File: src/rtl/credit_pkg.sv
// Shared types for the credit flow-control link: return FSM states and the
// width helper for occupancy/credit counters.
package credit_pkg;

    typedef enum logic [1:0] {
        IDLE,
        ACCUM,
        SEND
    } credit_state_t;

    // Bits needed to hold a count in 0..depth inclusive.
    function automatic int credit_w(input int depth);
        return $clog2(depth + 1);
    endfunction

endpackage

File: src/rtl/credit_sink_if.sv
// Receive-side link bundle: enqueue from the transmitter, dequeue to the
// consumer, credit return back to the transmitter, and the overflow flag.
interface credit_sink_if #(
    parameter int DATA_W   = 32,
    parameter int count_sz = 10
);
    logic                enq__ENA;
    logic [DATA_W-1:0]   enq_v;
    logic                enq__RDY;
    logic                deq__ENA;
    logic [DATA_W-1:0]   deq;
    logic                deq__RDY;
    logic                creditReturn__ENA;
    logic [count_sz-1:0] creditReturn_v;
    logic                creditReturn__RDY;
    logic                overflow;

    // master: transmitter/consumer environment; slave: the sink itself
    modport master (
        output enq__ENA, enq_v, deq__ENA, creditReturn__RDY,
        input  enq__RDY, deq, deq__RDY, creditReturn__ENA, creditReturn_v, overflow
    );
    modport slave (
        input  enq__ENA, enq_v, deq__ENA, creditReturn__RDY,
        output enq__RDY, deq, deq__RDY, creditReturn__ENA, creditReturn_v, overflow
    );
endinterface

File: src/rtl/credit_sink_fifo.sv
// Credit-protected receive FIFO: storage, pointers, occupancy and a sticky
// overflow detect for writes that arrive with no free slot.
module credit_sink_fifo
    import credit_pkg::*;
#(
    parameter int DEPTH  = 8,
    parameter int DATA_W = 32
) (
    input  logic              clk_i,
    input  logic              rst_i,
    input  logic              enq_i,
    input  logic [DATA_W-1:0] enq_data_i,
    input  logic              deq_i,
    output logic [DATA_W-1:0] deq_data_o,
    output logic              deq_rdy_o,
    output logic              deq_acc_o,
    output logic              overflow_o
);
    localparam int AW = $clog2(DEPTH);
    localparam int CW = credit_w(DEPTH);

    logic [DATA_W-1:0] mem_q [DEPTH];
    logic [AW-1:0]     rd_ptr_q, wr_ptr_q;
    logic [CW-1:0]     cnt_q;
    logic              ovf_q;
    logic              empty, full, deq_acc, enq_acc;

    assign empty   = (cnt_q == '0);
    assign full    = (cnt_q == CW'(DEPTH));
    assign deq_acc = deq_i && !empty;
    // A pop in the same cycle frees the slot, so a write into a full FIFO still lands.
    assign enq_acc = enq_i && (!full || deq_acc);

    always_ff @(posedge clk_i) begin
        if (enq_acc) mem_q[wr_ptr_q] <= enq_data_i;
    end

    always_ff @(posedge clk_i) begin
        if (rst_i) begin
            rd_ptr_q <= '0;
            wr_ptr_q <= '0;
            cnt_q    <= '0;
            ovf_q    <= 1'b0;
        end else begin
            if (enq_acc) wr_ptr_q <= wr_ptr_q + AW'(1);
            if (deq_acc) rd_ptr_q <= rd_ptr_q + AW'(1);
            case ({enq_acc, deq_acc})
                2'b10:   cnt_q <= cnt_q + CW'(1);
                2'b01:   cnt_q <= cnt_q - CW'(1);
                default: cnt_q <= cnt_q;
            endcase
            if (enq_i && !enq_acc) ovf_q <= 1'b1;
        end
    end

    assign deq_data_o = empty ? '0 : mem_q[rd_ptr_q];
    assign deq_rdy_o  = !empty;
    assign deq_acc_o  = deq_acc;
    assign overflow_o = ovf_q;

endmodule

File: src/rtl/credit_sink.sv
// Credit sink top: FIFO plus the credit-return FSM. Define CREDIT_SINK_TIMEOUT_EN
// to batch returns to BATCH and flush residue after TIMEOUT idle cycles.
module credit_sink
    import credit_pkg::*;
#(
    parameter int DEPTH    = 8,
    parameter int DATA_W   = 32,
    parameter int count_sz = 10,
    parameter int BATCH    = 4,
    parameter int TIMEOUT  = 16
) (
    input  logic          CLK,
    input  logic          RST,
    credit_sink_if.slave  link
);
    localparam bit CFG_OK = (credit_w(DEPTH) <= count_sz) && (DEPTH >= 2) &&
                            (BATCH >= 1) && (BATCH <= DEPTH) && (TIMEOUT >= 1);

    credit_state_t       state_q, state_d;
    logic [count_sz-1:0] pending_q, pending_d, snap_q, snap_d;
    logic                deq_acc, xfer, flush;

    credit_sink_fifo #(.DEPTH(DEPTH), .DATA_W(DATA_W)) u_fifo (
        .clk_i      (CLK),
        .rst_i      (RST),
        .enq_i      (link.enq__ENA),
        .enq_data_i (link.enq_v),
        .deq_i      (link.deq__ENA),
        .deq_data_o (link.deq),
        .deq_rdy_o  (link.deq__RDY),
        .deq_acc_o  (deq_acc),
        .overflow_o (link.overflow)
    );

    assign xfer      = (state_q == SEND) && link.creditReturn__RDY;
    // Frees during an open offer accumulate here; snap stays frozen until the handshake.
    assign pending_d = pending_q + count_sz'(deq_acc) - (xfer ? snap_q : '0);

`ifdef CREDIT_SINK_TIMEOUT_EN
    localparam int TW = $clog2(TIMEOUT + 1);
    logic [TW-1:0] timer_q, timer_d;

    assign flush   = (pending_d >= count_sz'(BATCH)) ||
                     ((state_q == ACCUM) && (timer_q == TW'(TIMEOUT - 1)));
    assign timer_d = ((state_q == ACCUM) && (state_d == ACCUM)) ? timer_q + TW'(1) : '0;

    always_ff @(posedge CLK) begin
        if (RST) timer_q <= '0;
        else     timer_q <= timer_d;
    end
`else
    assign flush = (pending_d != '0);
`endif

    always_comb begin
        state_d = state_q;
        snap_d  = snap_q;
        unique case (state_q)
            IDLE: begin
                if (flush) begin
                    state_d = SEND;
                    snap_d  = pending_d;
                end else if (pending_d != '0) begin
                    state_d = ACCUM;
                end
            end
            ACCUM: begin
                if (flush) begin
                    state_d = SEND;
                    snap_d  = pending_d;
                end
            end
            SEND: begin
                if (xfer) state_d = (pending_d == '0) ? IDLE : ACCUM;
            end
            default: state_d = IDLE;
        endcase
    end

    always_ff @(posedge CLK) begin
        if (RST) begin
            state_q   <= IDLE;
            pending_q <= '0;
            snap_q    <= '0;
        end else begin
            state_q   <= state_d;
            pending_q <= pending_d;
            snap_q    <= snap_d;
        end
    end

    assign link.enq__RDY          = 1'b1;
    assign link.creditReturn__ENA = (state_q == SEND);
    assign link.creditReturn_v    = (state_q == SEND) ? snap_q : '0;

    a_cfg_ok: assert property (@(posedge CLK) CFG_OK);

endmodule

File: src/flat_wrapper.sv
// flat-port wrapper written by rule: the top's interface ports become plain ports
module credit_sink_flat import credit_pkg::*;
#(
    parameter int DEPTH    = 8,
    parameter int DATA_W   = 32,
    parameter int count_sz = 10,
    parameter int BATCH    = 4,
    parameter int TIMEOUT  = 16
)
  (CLK, RST, link_enq__ENA, link_enq_v, link_deq__ENA, link_creditReturn__RDY, link_enq__RDY, link_deq, link_deq__RDY, link_creditReturn__ENA, link_creditReturn_v, link_overflow);
  credit_sink_if #(.DATA_W(DATA_W), .count_sz(count_sz)) link_i ();
  input  logic CLK;
  input  logic RST;
  input wire logic [$bits(link_i.enq__ENA)-1:0] link_enq__ENA;
  input wire logic [$bits(link_i.enq_v)-1:0] link_enq_v;
  input wire logic [$bits(link_i.deq__ENA)-1:0] link_deq__ENA;
  input wire logic [$bits(link_i.creditReturn__RDY)-1:0] link_creditReturn__RDY;
  output wire logic [$bits(link_i.enq__RDY)-1:0] link_enq__RDY;
  output wire logic [$bits(link_i.deq)-1:0] link_deq;
  output wire logic [$bits(link_i.deq__RDY)-1:0] link_deq__RDY;
  output wire logic [$bits(link_i.creditReturn__ENA)-1:0] link_creditReturn__ENA;
  output wire logic [$bits(link_i.creditReturn_v)-1:0] link_creditReturn_v;
  output wire logic [$bits(link_i.overflow)-1:0] link_overflow;
  assign link_i.enq__ENA = link_enq__ENA;
  assign link_i.enq_v = link_enq_v;
  assign link_i.deq__ENA = link_deq__ENA;
  assign link_i.creditReturn__RDY = link_creditReturn__RDY;
  assign link_enq__RDY = link_i.enq__RDY;
  assign link_deq = link_i.deq;
  assign link_deq__RDY = link_i.deq__RDY;
  assign link_creditReturn__ENA = link_i.creditReturn__ENA;
  assign link_creditReturn_v = link_i.creditReturn_v;
  assign link_overflow = link_i.overflow;
  credit_sink #(.DEPTH(DEPTH), .DATA_W(DATA_W), .count_sz(count_sz), .BATCH(BATCH), .TIMEOUT(TIMEOUT)) u_core (.CLK(CLK), .RST(RST), .link(link_i));
endmodule
File: config.mk
export PLATFORM = sky130hd
export DESIGN_NAME = credit_sink_flat
export DESIGN_NICKNAME = d
export VERILOG_FILES = /design/src/rtl/credit_pkg.sv /design/src/rtl/credit_sink_if.sv /design/src/rtl/credit_sink_fifo.sv /design/src/rtl/credit_sink.sv /design/src/flat_wrapper.sv
export SDC_FILE = /design/constraint.sdc
export NUM_CORES = 1
export LEC_CHECK = 0
export ABC_AREA = 1
export BUFFER_PORTS_ARGS = -buffer_cell sky130_fd_sc_hd__buf_2
export CORE_ASPECT_RATIO = 1.25
export CORE_MARGIN = 5
export CORE_UTILIZATION = 28
export DETAILED_ROUTE_END_ITERATION = 10
export GPL_ROUTABILITY_DRIVEN = 0
export HOLD_SLACK_MARGIN = 0.08
export PLACE_DENSITY = 0.45
export SLEW_MARGIN = 20
export SYNTH_ARGS = -nofsm -noshare
export SYNTH_HDL_FRONTEND = slang
export SYNTH_SLANG_ARGS = --single-unit
File: constraint.sdc
create_clock -name CLK -period 4.6 [get_ports CLK]
set_input_delay 0.69 -clock CLK [delete_from_list [all_inputs] [get_ports CLK]]
set_output_delay 0.69 -clock CLK [all_outputs]
set_load 0.01 [all_outputs]
After elaboration in Yosys (flattened, before gate mapping):

Memories as Yosys holds them, arrays and structs flattened. A register that Yosys moved wholly into a read port is not among the register bits.
Index checks and enable logic that the tools add are counted.

* flip-flop bits (word level): 33
* memories: 1
* memory bits (writable): 256
* logic and storage cells: 49
* output and inout bits: 46

* reduce and logical (&&, ||, !) cells: 16
* add/subtract/negate cells: 6
* mux-type cells: 12
* equality and inequality tests: 7

Memory list
* u_core.u_fifo.mem_q: depth 8, bits a word 32, rd ports 1, clocked after Yosys merged registers in 1, write ports 1, RTL line credit_sink_fifo.sv:22 `logic [DATA_W-1:0] mem_q [DEPTH];`

Operators with widths (count)
* 2-to-1 mux 32 bit: 1
* 2-to-1 mux 10 bit: 2
* adder 10 x 1 -> 10 bit: 1
* logical NOT 10 bit: 1
* nonzero test 10 bit: 1
* subtractor 10 bit: 1
* one-hot mux 4 bit (2 select lines): 1
* adder 3 x 1 -> 3 bit (second input constant): 2
* 2-to-1 mux 3 bit: 2
* adder 4 x 1 -> 4 bit (second input constant): 1
* equality test 2 x 1 -> 1 bit (second input constant): 2
* equality test 2 bit (second input constant): 2
* equality test 4 bit (second input constant): 1
* logical AND 1 bit: 4
* logical NOT 4 bit: 1
* 2-to-1 mux 2 bit: 2
* != test 2 x 1 -> 1 bit (second input constant): 2
* one-hot mux 2 bit (2 select lines): 1
* AND reduction 2 bit: 2
* subtractor 4 x 1 -> 4 bit (second input constant): 1
* logical NOT 1 bit: 3
* 2-to-1 mux 1 bit: 3
* logical NOT 2 bit: 1
* nonzero test 2 bit: 1
* 2 further kinds: 2

Depth between registers and ports, before layout:

Gate-level depths: netlist (run 1).

* depth after elaboration: 9
* depth in mapped cells: 20
* depth with buffers taken out: 19

Hierarchy:

Synthesis (run 1) repeated with hierarchy kept, for this count alone.

* cell total of the unflattened synthesis: 1114
* area total of the unflattened synthesis: 12341.8 um2

By module, submodules not included
* credit_sink_fifo: instances 1, sequential area each 7967.6 um2, cells each 859, area each 10751.6 um2
* credit_sink: instances 1, sequential area each 440.4 um2, cells each 255, area each 1590.3 um2

Worst setup path before layout (run 1):

Ideal clock, no wire load.

* path type: input to register
* start point: input link_creditReturn__RDY
* end point: register u_core.snap_q[1]
* setup time: 0.115 ns
* arrival time: 2.805 ns
* required time: 4.485 ns
* stages on the path: 17
* slack: 1.680 ns
* cell sequence: nand3_1 > nor2_1 > ha_1 > inv_1 > ha_1 > fa_1 > nand2_1 > nand3_2 > nand3_1 > nand3b_1 > nand2_1 > nand2_1 > nor2_2 > nand2_2 > buf_4 > a21oi_1 > nor2_1

* longest elaborated chain between the ends: 5

RTL lines
* start: declaration: RTL line flat_wrapper.sv:17 `input wire logic [$bits(link_i.creditReturn__RDY)-1:0] link_creditReturn__RDY;`
* logical AND 1 bit (*): RTL line credit_sink.sv:35 `assign xfer = (state_q == SEND) && link.creditReturn__RDY;`
* 2-to-1 mux 10 bit (*): RTL line credit_sink.sv:37 `assign pending_d = pending_q + count_sz'(deq_acc) - (xfer ? snap_q : '0);`
* subtractor 10 bit (*): RTL line credit_sink.sv:37
* nonzero test 10 bit: RTL line credit_sink.sv:52 `assign flush = (pending_d != '0);`
* AND reduction 2 bit (no line)
* end signal: assignment: RTL line credit_sink.sv:88 `snap_q <= snap_d;`
* end: declaration: RTL line credit_sink.sv:20 `logic [count_sz-1:0] pending_q, pending_d, snap_q, snap_d;`

Every way passes the cells marked *; elsewhere a longest branch is shown, timed or not.
A chain may end at the register's enable or synchronous reset.

==> out/qor.yml, run 1 <==
worstSetupPathType: "flip-flop to output port"
final_nets: 1201
fmax_ghz: 0.2816
top_layer: "met5"
grt_max_degree: 77
slew_headroom_pct: 41.01
cts_tree: "yes"
row_count: 85
grt_pass1_wl_um: 46210
htreeDepth: 1
cp.arrival_ns: 2.86
min_path_type: "input port to flip-flop"
required_ns: 3.91
setup-violations-final: 0
layout_commonest_cell: "edfxtp_1"
hpwlAfterDp_um: 16990
syn-num-nets: 1129
cts.path.max_buffers: 3
antenna_found_initial: 2
coreArea_sq_um: 42860
post-place-ws_ns: 1.100
wl_met2_um: 14810
worstMarginPinSlew_ns: 0.8827
dieArea_sq_um: 47420
peakVddDrop_uv: 245.4
synthDistinctLibCells: 33
synth.top_cell.area_share_pct: 63.64
num_vias: 7977
crit_end: "link_deq[6]"
grt_setup_unrepaired: "no"
period_minus_slack_ns: 3.552
crit_path_end_kind: "output port"
die_w_um: 195.8
p_total_mw: 8.409
routed_wl_um: 29920
netlist_area_sq_um: 12080
dr.first_iter.drc_count: 424
syn_inst: 1067
synth.avg_cell_area_sq_um: 11.32
r2r-end: "u_core.snap_q[4]$_SDFFE_PP0P_"
layout-drive-gt1-share_pct: 13.88
fin_setup_tns_ns: 0
synthTopCellsByArea: "edfxtp_1, nor2_1, o21ai_0"
area.growth.synth_to_final_pct: 16.80
drc: 0
layout_common_cells: "edfxtp_1, nor2_1, o21ai_0, buf_2, nand2_1"
reg2regPathDepth: 19
fin_crit_sh_pct: 77.21
wl_per_cell_um: 17.33
ys_seq_area_share_pct: 69.61
root_buffer: "clkbuf_16"
powerDensity_nw_per_um2: 596.0
fillers: 4303
r2r-start: "u_core.u_fifo.cnt_q[1]$_SDFFE_PP0P_"
numCtsBuffers: 29
grt_usage_pct: 12.25
grt_overflow: 0
postCtsSetupBuffers: 0
final_util_pct: 32.92
drv_cap: 0
hold_violations: 0
drt-met1-wl_um: 13110
dr_wl_met3_um: 1239
ioPinCount: 83
status: "finished, final reports clean"
dr.pass1.iters: 4
die_y_um: 242.2
fin_worst_skew_ns: 0.008537
ys_ff_latch: 292
start_util_pct: 28.18
seq_area_sq_um: 8413
post_cts_resized: 0
grt_pass1_vias: 8018
startpoint_type: "flip-flop"
ctsHoldBuffers: 0
synth_top_area_cell: "edfxtp_1"
path_max_fanout: 51
multiInputGateArea_sq_um: 3258
slew_viol_final: 0
post_drt_via_cell_ratio: 4.622
ys_warn_count: 0
ant_nets: 0
regToRegSetupSlack_ns: 1.45
cts.reportedPaths.clkPinSlew_ns: 0.06
clock_sinks: 292
fin_ws_ns: 1.048
p_leak_nw: 5.064
io_buffers: 81
clkLatencyLatePin_ns: 0.54
-- report_power, final --
part	internal (mW)	total [mW]	switching (mW)
sequential	3.07	3.19	0.116
clock	1.44	2.40	0.960
combinational	0.949	2.83	1.88
total	5.46	8.41	2.95
-- routing by layer --
metal,global-route usage (%),vias up
met2,21.75,140
li1,-,3901
met5,0,-
met3,1.934,45
met1,15.33,3889
met4,3.657,2
-- flip-flops by register name (all words and copies together) (netlist names), named ones only --
signal                    flops
u_core.u_fifo.rd_ptr_q        3
u_core.snap_q                10
u_core.u_fifo.cnt_q           4
u_core.state_q                2
u_core.u_fifo.wr_ptr_q        3
u_core.u_fifo.mem_q         256
u_core.pending_q             10
u_core.u_fifo.overflow_o      1
-- final cells by class --
cell class	count	share of cell area, %
clock inverters	15	1.428
multi-input cells	656	23.09
repair buffers	99	3.831
inverters	61	1.632
flip-flops and latches	292	59.63
clock buffers	37	5.357
diodes	1	0.01774
well taps	565	5.011
-- stage by stage --
stage / hold WS (ns) / cell area [sq um] / instances
2_1_floorplan: 0.4334 / 12080 / 1067
3_3_place_gp: 0.4387 / 13150 / 1673
3_5_place_dp: 0.4465 / 13150 / 1673
4_1_cts: 0.3846 / 14110 / 1725
5_1_grt: 0.4065 / 14110 / 1725
6_report: 0.4158 / 14110 / 1726
-- kinds of logic after synthesis --
kind of cell	synth area share (%)
buf+inv	3.915
xor+xnor	0.2176
simple gates	12.00
flops	69.61
fa+ha+maj	2.714
other cells	0.03105
compound gates	11.52
-- Yosys cell counts --
library cell  instances
buf_1                 6
nor3_1                1
a31oi_1              32
a21oi_1              26
nand4_1               1
nor2_2                2
fa_1                  2
buf_2                 9
clkinv_1              3
nand3b_1              3
buf_6                 1
a211oi_1              1
and2_1                1
ha_1                 23
dfxtp_1              36
o21ai_0             166
conb_1                1
buf_4                 2
edfxtp_1            256
o21a_1                1
o21ai_1               3
nor4_1                1
or2_2                 1
nand3_2               2
nand2_2               3
o22ai_1              32
clkbuf_1             40
xnor2_1               2
inv_1                58
xor2_1                1
nand2_1              77
nand3_1              22
nor2_1              252
-- worst min path at each step --
stage	start	end	slack, ns	cells past startpoint
floorplan	u_core.u_fifo.rd_ptr_q[2]$_SDFFE_PP0N_	flip-flop	0.43	2
global placement	u_core.u_fifo.overflow_o$_SDFFE_PP0P_	u_core.u_fifo.overflow_o$_SDFFE_PP0P_	0.44	2
detailed placement	u_core.u_fifo.overflow_o$_SDFFE_PP0P_	u_core.u_fifo.overflow_o$_SDFFE_PP0P_	0.45	2
CTS	link_enq__ENA	u_core.u_fifo.overflow_o$_SDFFE_PP0P_	0.38	3
global route	link_enq_v[14]	u_core.u_fifo.mem_q[2][14]$_DFFE_PP_	0.41	1
finish	link_enq_v[14]	u_core.u_fifo.mem_q[2][14]$_DFFE_PP_	0.42	1
-- worst max-delay path, cell delays in order (launching register included) --
cell and delay (ns):
dfxtp_4 0.67, buf_4 0.58, o21ai_0 0.18, o22ai_1 0.20, o21ai_0 0.10, a31oi_1 0.37
buf_2 0.21
(Power assumes the default switching activity.)
==> run 2, diff against run 1 <==
--- a/config.mk
+++ b/config.mk
@@ -13,7 +13,7 @@
 export DETAILED_ROUTE_END_ITERATION = 10
 export GPL_ROUTABILITY_DRIVEN = 0
 export HOLD_SLACK_MARGIN = 0.08
-export PLACE_DENSITY = 0.45
+export PLACE_DENSITY = 0.47
 export SLEW_MARGIN = 20
 export SYNTH_ARGS = -nofsm -noshare
 export SYNTH_HDL_FRONTEND = slang
==> constraint.sdc (replaced) <==
create_clock -name CLK -period 3.1 [get_ports CLK]
set_input_delay 0.465 -clock CLK [delete_from_list [all_inputs] [get_ports CLK]]
set_output_delay 0.465 -clock CLK [all_outputs]
set_load 0.01 [all_outputs]
==> out/qor.yml, run 2 (same netlist as run 1, synthesis figures left out) <==
fillers: 4242  # -1.4%
startpoint_type: "flip-flop"
whs_path_depth: 3  # +2
p_leak_nw: 5.184  # +2.4%
root_buffer: "clkbuf_16"
wl_per_cell_um: 16.96  # -2.1%
dieArea_sq_um: 47420  # unchanged
grt.met3_usage_pct: 1.906  # -0.028 points
cp_slowest_cell: "dfxtp_4"
required_ns: 2.63  # -1.28 ns
final_nets: 1223  # +1.8%
drc: 0  # unchanged
ctsHoldBuffers: 0  # unchanged
cts.path.max_buffers: 3  # unchanged
whs_ns: 0.1748  # -0.2410 ns
min_path_type: "input port to flip-flop"
fin_worst_skew_ns: 0.01348  # +0.004945 ns
htreeDepth: 1  # unchanged
ioPinCount: 83  # unchanged
path_max_fanout: 48  # -5.9%
drv_cap: 0  # unchanged
ant_nets: 0  # unchanged
grt_setup_unrepaired: "no"
grt_usage_pct: 12.28  # +0.028 points
coreArea_sq_um: 42860  # unchanged
worstMarginPinSlew_ns: 0.6772  # -0.2056 ns
post_drt_via_cell_ratio: 4.573  # -1.1%
grt_util_met2_pct: 21.85  # +0.10 points
peakVddDrop_uv: 421.3  # +72%
cts_tree: "yes"
grt-busiest-layer: "met2"
top_register: "u_core.u_fifo.mem_q"
crit_path_end_kind: "output port"
cts.reportedPaths.clkPinSlew_ns: 0.06  # about the same
row_count: 85  # unchanged
r2r-start: "u_core.state_q[0]$_SDFFE_PP0P_"
hpwlAfterDp_um: 17000  # about the same
largestRegisters: "u_core.u_fifo.mem_q x256, u_core.pending_q x10, u_core.snap_q x10"
grt_pass1_wl_um: 46670  # +1.0%
dr.first_iter.drc_count: 308  # -27%
grt_use_met1_pct: 15.79  # +0.47 points
hold_end: "u_core.u_fifo.overflow_o$_SDFFE_PP0P_"
die_y_um: 242.2  # unchanged
clock_sinks: 292  # unchanged
slew_headroom_pct: 54.81  # +14 points
postCtsSetupBuffers: 0  # unchanged
placed_area_sq_um: 13400  # +1.9%
slew_viol_final: 0  # unchanged
antenna_found_initial: 2  # unchanged
r2r-end: "u_core.snap_q[2]$_SDFFE_PP0P_"
worstSetupPathType: "flip-flop to output port"
dr.pass1.iters: 5  # +1
fmax_ghz: 0.3560
num_vias: 8007  # +0.38%
worstHoldStart: "link_enq__ENA"
period_minus_slack_ns: 2.809
largest_register_ffs: 256  # unchanged
start_util_pct: 28.18  # unchanged
fin_crit_sh_pct: 90.62
numCtsBuffers: 31  # +6.9%
grt_overflow: 0  # unchanged
clkLatencyLatePin_ns: 0.55  # about the same
post_cts_resized: 0  # unchanged
layout_common_cells: "edfxtp_1, nor2_1, o21ai_0, buf_2, nand2_1"
status: "finished, final reports clean"
layout_commonest_cell: "edfxtp_1"
critPathMaxStageDelay_ns: 0.38  # -0.29 ns
hold_violations: 0  # unchanged
fin_setup_tns_ns: 0  # unchanged
cp.arrival_ns: 2.34  # -0.52 ns
postLayoutCellArea_sq_um: 14360  # +1.8%
die_w_um: 195.8  # unchanged
routed_wl_um: 29700  # -0.73%
setup-violations-final: 0  # unchanged
grt_pass1_vias: 8055  # +0.46%
regToRegSetupSlack_ns: 0.30  # -1.15 ns
layout-drive-gt1-share_pct: 15.36  # +1.5 points
grt_max_degree: 103  # +34%
io_buffers: 81  # unchanged
path_cells: "inv_4 > buf_12 > buf_4 > nor2_1 > o22ai_1 > o21ai_0 > a31oi_1 > buf_2"
area.growth.synth_to_final_pct: 18.91
powerDensity_nw_per_um2: 881.2  # +48%
reg2regPathDepth: 18  # -1
run 2: cell types whose count changed in the layout (fill, tap and decap cells not counted), sizes merged:
cell and change:
buf +20, bufinv -4, clkbuf +13, clkinv -5, inv +1
run 2: final cells by class:
| cell class | instances | area [sq um] | share of cell area (%) |
|---|---|---|---|
| Antenna cell | 1 | 2.502 | 0.01742 |
| Sequential cell | 292 | 8413 | 58.57 |
| Clock inverter | 7 | 65.06 | 0.4530 |
| Timing Repair Buffer | 119 | 798.3 | 5.557 |
| Tap cell | 565 | 706.9 | 4.922 |
| Multi-Input combinational cell | 656 | 3279 | 22.83 |
| Clock buffer | 50 | 867.1 | 6.037 |
| Inverter | 61 | 231.5 | 1.611 |
run 2: routing by layer:
layer / wire length, um / part of all wire (%)
met4: 445 / 1.5
met3: 1220 / 4.1
met1: 13250 / 45
met2: 14760 / 50
met5: 21 / 0.071
run 2: metrics by stage:
step / std cells / setup slack, ns / total power [mW] / util, %
floorplan: 1067 / 0.4048 / 7.622 / -
global placement: 1693 / 0.1032 / 9.346 / 31.26
detailed placement: 1693 / 0.07325 / 9.348 / 31.26
CTS: 1750 / 0.1039 / 12.85 / 33.44
global route: 1750 / 0.02233 / 13.62 / 33.51
finish: 1751 / 0.2909 / 12.66 / 33.51
run 2: worst max-delay path: cells and delay by family (launching register included):
kind | cells | cell delay [ns]
buf+inv | 4 | 0.89
simple gates | 1 | 0.06
flops | 1 | 0.38
compound gates | 3 | 0.44
run 2: worst max path at each step:
| stage | endpoint | depth (start not counted) |
|---|---|---|
| detailed placement | u_core.snap_q[8]$_SDFFE_PP0P_ | 17 |
| global route | u_core.snap_q[6]$_SDFFE_PP0P_ | 19 |
| global placement | u_core.snap_q[5]$_SDFFE_PP0P_ | 17 |
| floorplan | u_core.snap_q[1]$_SDFFE_PP0P_ | 17 |
| CTS | link_deq[14] | 8 |
| finish | link_deq[1] | 8 |
run 2: where the power goes:
part / internal (mW) / leakage, nW / switching [mW]
Combinational: 1.64 / 2.12 / 2.88
Clock: 1.98 / 0.440 / 1.46
Sequential: 4.56 / 2.62 / 0.137
Total: 8.18 / 5.18 / 4.48
==> run 3, diff against run 2 <==
--- a/config.mk
+++ b/config.mk
@@ -10,6 +10,7 @@
 export CORE_ASPECT_RATIO = 1.25
 export CORE_MARGIN = 5
 export CORE_UTILIZATION = 28
+export CTS_BUF_LIST = sky130_fd_sc_hd__clkbuf_8 sky130_fd_sc_hd__clkbuf_16
 export DETAILED_ROUTE_END_ITERATION = 10
 export GPL_ROUTABILITY_DRIVEN = 0
 export HOLD_SLACK_MARGIN = 0.08
==> out/qor.yml, run 3 (same netlist as run 1, synthesis figures left out) <==
numCtsBuffers: 31  # unchanged
final_nets: 1223  # unchanged
row_count: 85  # unchanged
dp.cells: 1693  # unchanged
largest_register_ffs: 256  # unchanged
fin_worst_skew_ns: 0.008364  # -0.005117 ns
grt_setup_unrepaired: "no"
htreeDepth: 1  # unchanged
die_w_um: 195.8  # unchanged
slew_headroom_pct: 55.06  # +0.26 points
top_register: "u_core.u_fifo.mem_q"
worstSetupPathType: "flip-flop to output port"
coreArea_sq_um: 42860  # unchanged
required_ns: 2.63  # about the same
dr.first_iter.drc_count: 315  # +2.3%
cts.reportedPaths.clkPinSlew_ns: 0.06  # about the same
io_buffers: 81  # unchanged
wl_per_cell_um: 17.03  # +0.43%
fin_crit_sh_pct: 90.74  # +0.12 points
min_path_type: "input port to flip-flop"
antenna_found_initial: 2  # unchanged
hold_violations: 0  # unchanged
start_util_pct: 28.18  # unchanged
num_antenna_cells: 0  # -1
cts.path.max_buffers: 3  # unchanged
post_cts_resized: 0  # unchanged
cts_tree: "yes"
area.growth.synth_to_final_pct: 18.89  # about the same
whs_ns: 0.1754  # +0.0005730 ns
grt_overflow: 0  # unchanged
dieArea_sq_um: 47420  # unchanged
ioPinCount: 83  # unchanged
dr.pass1.iters: 6  # +1
die_y_um: 242.2  # unchanged
routed_wl_um: 29810  # +0.37%
ant_nets: 0  # unchanged
p_leak_nw: 5.254  # +1.4%
setup-violations-final: 0  # unchanged
layout_commonest_cell: "edfxtp_1"
startpoint_type: "flip-flop"
drc: 0  # unchanged
root_buffer: "clkbuf_16"
final_util_pct: 33.51  # about the same
grt_usage_pct: 12.28  # unchanged
cp.arrival_ns: 2.35  # about the same
hpwlAfterDp_um: 17000  # unchanged
postCtsSetupBuffers: 0  # unchanged
fin_setup_tns_ns: 0  # unchanged
crit_path_end_kind: "output port"
period_minus_slack_ns: 2.813  # +0.003771 ns
slew_viol_final: 0  # unchanged
clock_sinks: 292  # unchanged
post_drt_via_cell_ratio: 4.584  # +0.24%
ctsHoldBuffers: 0  # unchanged
final_cell_count_no_fill: 1750  # -0.057%
largestRegisters: "u_core.u_fifo.mem_q x256, u_core.pending_q x10, u_core.snap_q x10"
layout-drive-gt1-share_pct: 15.36  # unchanged
grt_pass1_wl_um: 46670  # unchanged
fillers: 4243  # +0.024%
worstMarginPinSlew_ns: 0.6733  # -0.003853 ns
status: "finished, final reports clean"
fmax_ghz: 0.3555  # -0.13%
grt_pass1_vias: 8055  # unchanged
layout_common_cells: "edfxtp_1, nor2_1, o21ai_0, buf_2, nand2_1"
powerDensity_nw_per_um2: 878.8  # -0.27%
p_total_mw: 12.62  # -0.29%
num_vias: 8022  # +0.19%
grt_max_degree: 103  # unchanged
clkLatencyLatePin_ns: 0.55  # about the same
drv_cap: 0  # unchanged
path_max_fanout: 48  # unchanged
peakVddDrop_uv: 421.6  # about the same
## run 3: changes by cell type in the layout (fill, tap and decap cells not counted), sizes merged
cell | before | now
clkbuf | 50 | 33
inv | 60 | 77
diode | 1 | 0
## run 3: worst max-delay path: stages, from the launching register on
cell	delay (ns)
dfxtp_4	0.38
inv_4	0.21
buf_12	0.27
buf_4	0.22
nor2_1	0.06
o22ai_1	0.15
o21ai_0	0.09
a31oi_1	0.21
buf_2	0.19
## run 3: worst paths after layout
kind                                                            start                               endpoint  slack, ns  cells after the start
worst max-delay path                                        flip-flop                            link_deq[1]       0.29                      8
worst min-delay path                                    link_enq__ENA  u_core.u_fifo.overflow_o$_SDFFE_PP0P_       0.18                      3
worst max register to register         u_core.state_q[0]$_SDFFE_PP0P_          u_core.snap_q[2]$_SDFFE_PP0P_       0.30                     18
worst min register to register  u_core.u_fifo.overflow_o$_SDFFE_PP0P_  u_core.u_fifo.overflow_o$_SDFFE_PP0P_       0.45                      2
## run 3: layout make-up
type	instances	area, sq um	area share, %
inverter	61	231.5	1.612
clock inverter	24	128.9	0.8974
tap	565	706.9	4.922
multi-input combinational	656	3279	22.83
timing repair buffer	119	798.3	5.558
clock buffer	33	803.3	5.593
sequential	292	8413	58.58
## run 3: layer usage
metal	global-route usage (%)	share of wire, %
met1	15.79	45
met2	21.85	50
met3	1.906	4.3
met4	2.629	1.5
met5	0	0.070
## run 3: where the power goes
group          switching (mW)  internal (mW)
clock                    1.47           1.93
combinational            2.89           1.64
sequential              0.137           4.56
## run 3: per-stage QoR
| step | instance area (sq um) | setup slack, ns |
|---|---|---|
| final | 14360 | 0.2871 |
| after global placement | 13400 | 0.1032 |
| after floorplan | 12080 | 0.4048 |
| after detailed placement | 13400 | 0.07325 |
| after global routing | 14360 | 0.02198 |
| after CTS | 14330 | 0.1039 |
